`src/rtl/dmem_arbiter.sv`:
```
// Round-robin arbiter sharing the single-port data RAM between the core (port 0)
// and the loader/debug port (port 1), one access at a time over the RAM read latency.
module dmem_arbiter #(
    parameter int          RD_LAT = 1,
    parameter logic [31:0] IDLE   = 32'h00000000
) (
    input  logic        clk,
    input  logic        rst,

    input  logic        m0_ce_i,
    input  logic        m0_we_i,
    input  logic [31:0] m0_addr_i,
    input  logic [3:0]  m0_sel_i,
    input  logic [31:0] m0_data_i,
    output logic [31:0] m0_data_o,
    output logic        m0_ack_o,
    output logic        stall_o,

    input  logic        m1_ce_i,
    input  logic        m1_we_i,
    input  logic [31:0] m1_addr_i,
    input  logic [3:0]  m1_sel_i,
    input  logic [31:0] m1_data_i,
    output logic [31:0] m1_data_o,
    output logic        m1_ack_o,

    output logic        ram_ce_o,
    output logic        ram_we_o,
    output logic [31:0] ram_addr_o,
    output logic [3:0]  ram_sel_o,
    output logic [31:0] ram_data_o,
    input  logic [31:0] ram_data_i
);

    typedef enum logic [1:0] {
        ST_IDLE,
        ST_BUSY,
        ST_ACK
    } state_t;

    state_t      state, state_nxt;
    logic        last_grant;
    logic        gnt;
    logic [2:0]  cnt;
    logic        req_we;
    logic [31:0] req_addr;
    logic [3:0]  req_sel;
    logic [31:0] req_data;
    logic [31:0] m0_data_q;
    logic [31:0] m1_data_q;
    logic        grant_go;
    logic        grant_port;

    always_ff @(posedge clk or posedge rst) begin
        if (rst) begin
            state <= ST_IDLE;
        end else begin
            state <= state_nxt;
        end
    end

    // Ties go to the port that was not served last, giving strict alternation.
    always_comb begin
        state_nxt  = state;
        grant_go   = 1'b0;
        grant_port = 1'b0;
        case (state)
            ST_IDLE: begin
                if (m0_ce_i || m1_ce_i) begin
                    grant_go   = 1'b1;
                    state_nxt  = ST_BUSY;
                    grant_port = (m0_ce_i && m1_ce_i) ? ~last_grant : m1_ce_i;
                end
            end
            ST_BUSY: begin
                if (cnt == 3'd1) begin
                    state_nxt = ST_ACK;
                end
            end
            ST_ACK: begin
                state_nxt = ST_IDLE;
            end
            default: begin
                state_nxt = ST_IDLE;
            end
        endcase
    end

    always_ff @(posedge clk or posedge rst) begin
        if (rst) begin
            last_grant <= 1'b1;
            gnt        <= 1'b0;
            cnt        <= 3'd0;
            req_we     <= 1'b0;
            req_addr   <= IDLE;
            req_sel    <= 4'b0000;
            req_data   <= IDLE;
            m0_data_q  <= IDLE;
            m1_data_q  <= IDLE;
        end else begin
            if (grant_go) begin
                last_grant <= grant_port;
                gnt        <= grant_port;
                if (grant_port) begin
                    req_we   <= m1_we_i;
                    req_addr <= m1_addr_i;
                    req_sel  <= m1_sel_i;
                    req_data <= m1_data_i;
                    cnt      <= m1_we_i ? 3'd1 : 3'(RD_LAT);
                end else begin
                    req_we   <= m0_we_i;
                    req_addr <= m0_addr_i;
                    req_sel  <= m0_sel_i;
                    req_data <= m0_data_i;
                    cnt      <= m0_we_i ? 3'd1 : 3'(RD_LAT);
                end
            end else if (state == ST_BUSY) begin
                cnt <= cnt - 3'd1;
                // Last RAM cycle: read data is valid on ram_data_i now.
                if (cnt == 3'd1 && !req_we) begin
                    if (gnt) begin
                        m1_data_q <= ram_data_i;
                    end else begin
                        m0_data_q <= ram_data_i;
                    end
                end
            end
        end
    end

    assign ram_ce_o   = (state == ST_BUSY);
    assign ram_we_o   = (state == ST_BUSY) && req_we;
    assign ram_addr_o = (state == ST_BUSY) ? req_addr : IDLE;
    assign ram_sel_o  = (state == ST_BUSY) ? req_sel : 4'b0000;
    assign ram_data_o = ((state == ST_BUSY) && req_we) ? req_data : IDLE;

    assign m0_ack_o  = (state == ST_ACK) && !gnt;
    assign m1_ack_o  = (state == ST_ACK) && gnt;
    assign m0_data_o = m0_data_q;
    assign m1_data_o = m1_data_q;
    assign stall_o   = m0_ce_i & ~m0_ack_o;

endmodule

```
`config.mk`:
```
export PLATFORM = sky130hd
export DESIGN_NAME = dmem_arbiter
export DESIGN_NICKNAME = d
export VERILOG_FILES = /design/src/rtl/dmem_arbiter.sv
export SDC_FILE = /design/constraint.sdc
export NUM_CORES = 1
export LEC_CHECK = 0
export BUFFER_PORTS_ARGS = -buffer_cell sky130_fd_sc_hd__buf_4
export CAP_MARGIN = 30
export CORE_ASPECT_RATIO = 1.4
export CORE_UTILIZATION = 45
export DETAILED_ROUTE_END_ITERATION = 6
export HOLD_SLACK_MARGIN = 0.03
export PLACE_DENSITY = 0.77
export SYNTH_ARGS = -nofsm -noshare
export SYNTH_HDL_FRONTEND = slang
export SYNTH_SLANG_ARGS = --single-unit
export TNS_END_PERCENT = 5
```
`constraint.sdc`:
```
create_clock -name clk -period 8.1 [get_ports clk]
set_input_delay 1.62 -clock clk [delete_from_list [all_inputs] [get_ports clk]]
set_output_delay 1.62 -clock clk [all_outputs]
set_load 0.005 [all_outputs]
```
==> flow_summary.yaml <==
run_status:
  status: "finished, final reports clean"
clocking:
  post_cts_buffers: 0
  clk_latency_ns: 0.42
  cts_root_buffer: "clkbuf_16"
  cts.path.max_buffers: 2
  holdBufCountCts: 0
  cts_tree: "yes"
  cts_sinks: 140
  numCtsBuffers: 17
  cts.clk_slew.worst_paths_ns: 0.06
  cts_resized: 0
  cts_max_level: 4
yosys:
  syn_inst: 651
  syn-cell-area_um2: 6995
  async_flop_share_pct: 100.0
  synthTopCellsByArea: "dfrtp_1 (50%), o2111ai_1 (8.5%), o211ai_1 (7.3%), mux2_4 (6.4%), mux2_2 (5.5%)"
  syn_nets: 827
  syn_avg_cell_area_um2: 10.75
  synth_top_cell_area_share_pct: 49.72
  ys_seq_elements: 140
  synth_commonest_cells: "dfrtp_1 (139), inv_1 (74), o2111ai_1 (68), o211ai_1 (68), o21ai_0 (60)"
  synth_top_area_cell: "dfrtp_1"
  synth_edf_count: 0
  synth.distinct_cells: 35
  yosysMostFrequentCell: "dfrtp_1"
  ys_seq_area_share_pct: 50.10
  synth_ff_type: "dfrtp_1"
  yosysWarnings: 0
power:
  p_seq_share_pct: 35.2
  p_switching_uw: 1244
  vdd_drop_max_uv: 214.2
  switching_share_pct: 35.08
  p_leak_uw: 0.004872
  p_comb_share_pct: 43.9
  power_frac_clock_pct: 20.9
  power_density_nw_per_um2: 355.9
  internal_power_uw: 2302
  power_uw: 3545
die:
  initial_core_util_pct: 46.27
  ios: 311
  core_um2: 15120
  die_width_um: 107.4
  die_y_um: 149.5
  num_rows: 53
  die-area_um2: 16060
finish:
  final_area_um2: 9962
  nets: 1098
  drive_above_1_share_pct: 45.45
  area_growth_syn_to_layout_pct: 42.41
routing:
  drtIter0Drc: 457
  wl_per_cell_um: 19.73
  avgViaCountPerCell: 5.683
  drtAntennaViolNets: 0
  drc: 0
  vias: 6410
  dr.pass1.iters: 5
  finalWirelength_um: 22250
timing:
  setup_viol_count_final: 0
  slew_headroom_pct: 37.04
  hold_violations: 0
  period_share_pct: 52.39
  finClkSkew_ns: 0.007229
  finalSetupTns_ns: 0
  rsz0062_at_grt: "no"
  fmax_mhz: 235.7
  drv_slew: 0
  final.min_clock_period_ns: 4.243
  worst_pin_slew_ns: 0.9445
worst_setup_path:
  worstPathCellList: "buf_4, nor2b_1, buf_4"
  criticalPathCategory: "in -> out"
  critPathArrivalTime_ns: 2.62
  slowest_stage: "buf_4"
  critPathMaxFanout: 72
  cp-start-kind: "input port"
  cpMostUsedCell: "buf_4"
  reg2reg_setup_slack_ns: 5.33
  end_kind: "output port"
  crit_required_ns: 6.48
  worst_path_largest_cell_delay_ns: 0.64
global_route:
  grt_antenna_before_repair: 1
  grt_pass1_vias: 6424
  grt_first_pass_wirelength_um: 33870
  grt_start_max_net_pins: 92
  gr-usage-all-layers_pct: 27.49
  overflow: 0
placement:
  placed_cell_area_um2: 9399
  globalplace.congestion: 0.7880
  hpwl_um: 14370
  port_buffers: 310
hold_path:
  holdCritPathClass: "reg -> reg"
job:
  maxCapViolCount: 0
[flip-flops by register name, indices dropped and copies added (netlist names)]
signal / count
cnt: 3
gnt: 1
last_grant: 1
m0_data_o: 32
m1_data_o: 32
req_addr: 32
req_data: 32
req_sel: 4
req_we: 1
state: 2
[area by class of cell]
class | instances | area (um^2)
clock buffers | 19 | 442.9
inverters | 75 | 286.5
clock inverters | 13 | 117.6
fillers | 1249 | 5157
repair buffers | 320 | 2427
well taps | 192 | 240.2
diodes | 1 | 2.502
multi-input cells | 368 | 2940
flip-flops and latches | 140 | 3505
[power groups by stage]
stage / logic, uW / clock network, uW / registers [uW]
after floorplan: 854 / 0 / 1200
after global placement: 1510 / 0 / 1240
after detailed placement: 1550 / 0 / 1250
after CTS: 1560 / 754 / 1240
after global routing: 1690 / 787 / 1290
final: 1560 / 740 / 1250
[layer usage]
| layer | wire [um] | track usage, % |
|---|---|---|
| met1 | 8640 | 32.94 |
| met2 | 11410 | 46.97 |
| met3 | 1636 | 6.620 |
| met4 | 567 | 11.51 |
| met5 | 0 | 0 |
[logic make-up after synthesis]
group                    after synthesis  share of synthesized area [%]
adder cells (fa/ha/maj)                2                         0.3577
buffers and inverters                143                          8.120
multiplexers                          64                          11.91
XOR/XNOR                               2                         0.2504
AO/OA/AOI/OAI                        212                          21.48
AND/OR/NAND/NOR                       88                          7.780
flip-flops                           140                          50.10
[cell usage in the layout, fill, tap and decap left out, types with 2 or more instances in the layout]
master and instances:
nor3b_1 2, mux2_2 34, clkinv_4 2, o21ai_0 60, nor2_4 2, and3_1 33, inv_1 72, ha_1 2
nand2_1 3, mux2_4 30, and2_1 36, clkinvlp_4 5, dfrtp_1 139, o2111ai_1 68, nor2b_1 2, clkinv_2 3
clkbuf_16 17, inv_2 2, inv_6 3, buf_4 318, o21ai_1 12, nor2_1 3, o211ai_1 68, buf_12 2
[per-stage QoR]
stage | std cells | worst slack [ns] | hold WS (ns) | utilization, %
after floorplan | 651 | 2.729 | 0.4702 | -
after global placement | 1093 | 3.874 | 0.4812 | 61.90
after detailed placement | 1095 | 3.900 | 0.4900 | 62.16
after CTS | 1127 | 3.898 | 0.5030 | 65.87
after global routing | 1128 | 3.836 | 0.5213 | 65.89
final | 1128 | 3.857 | 0.5043 | 65.89
[worst paths after layout]
path,startpoint,to,depth (start not counted)
max in group asynchronous,rst,m0_data_o[17],3
setup / recovery,m0_ce_i,stall_o,3
setup reg to reg,state[0],req_data[5],5
hold / removal,req_data[15],req_data[15],2
hold reg to reg,req_data[15],req_data[15],2
min in group asynchronous,rst,req_addr[15],2
[critical path, delay by kind of cell]
family                 cells  cell delay, ns
AND/OR/NAND/NOR            1            0.21
buffers and inverters      2            0.76
No activity file was read; power rests on OpenSTA's default activity.
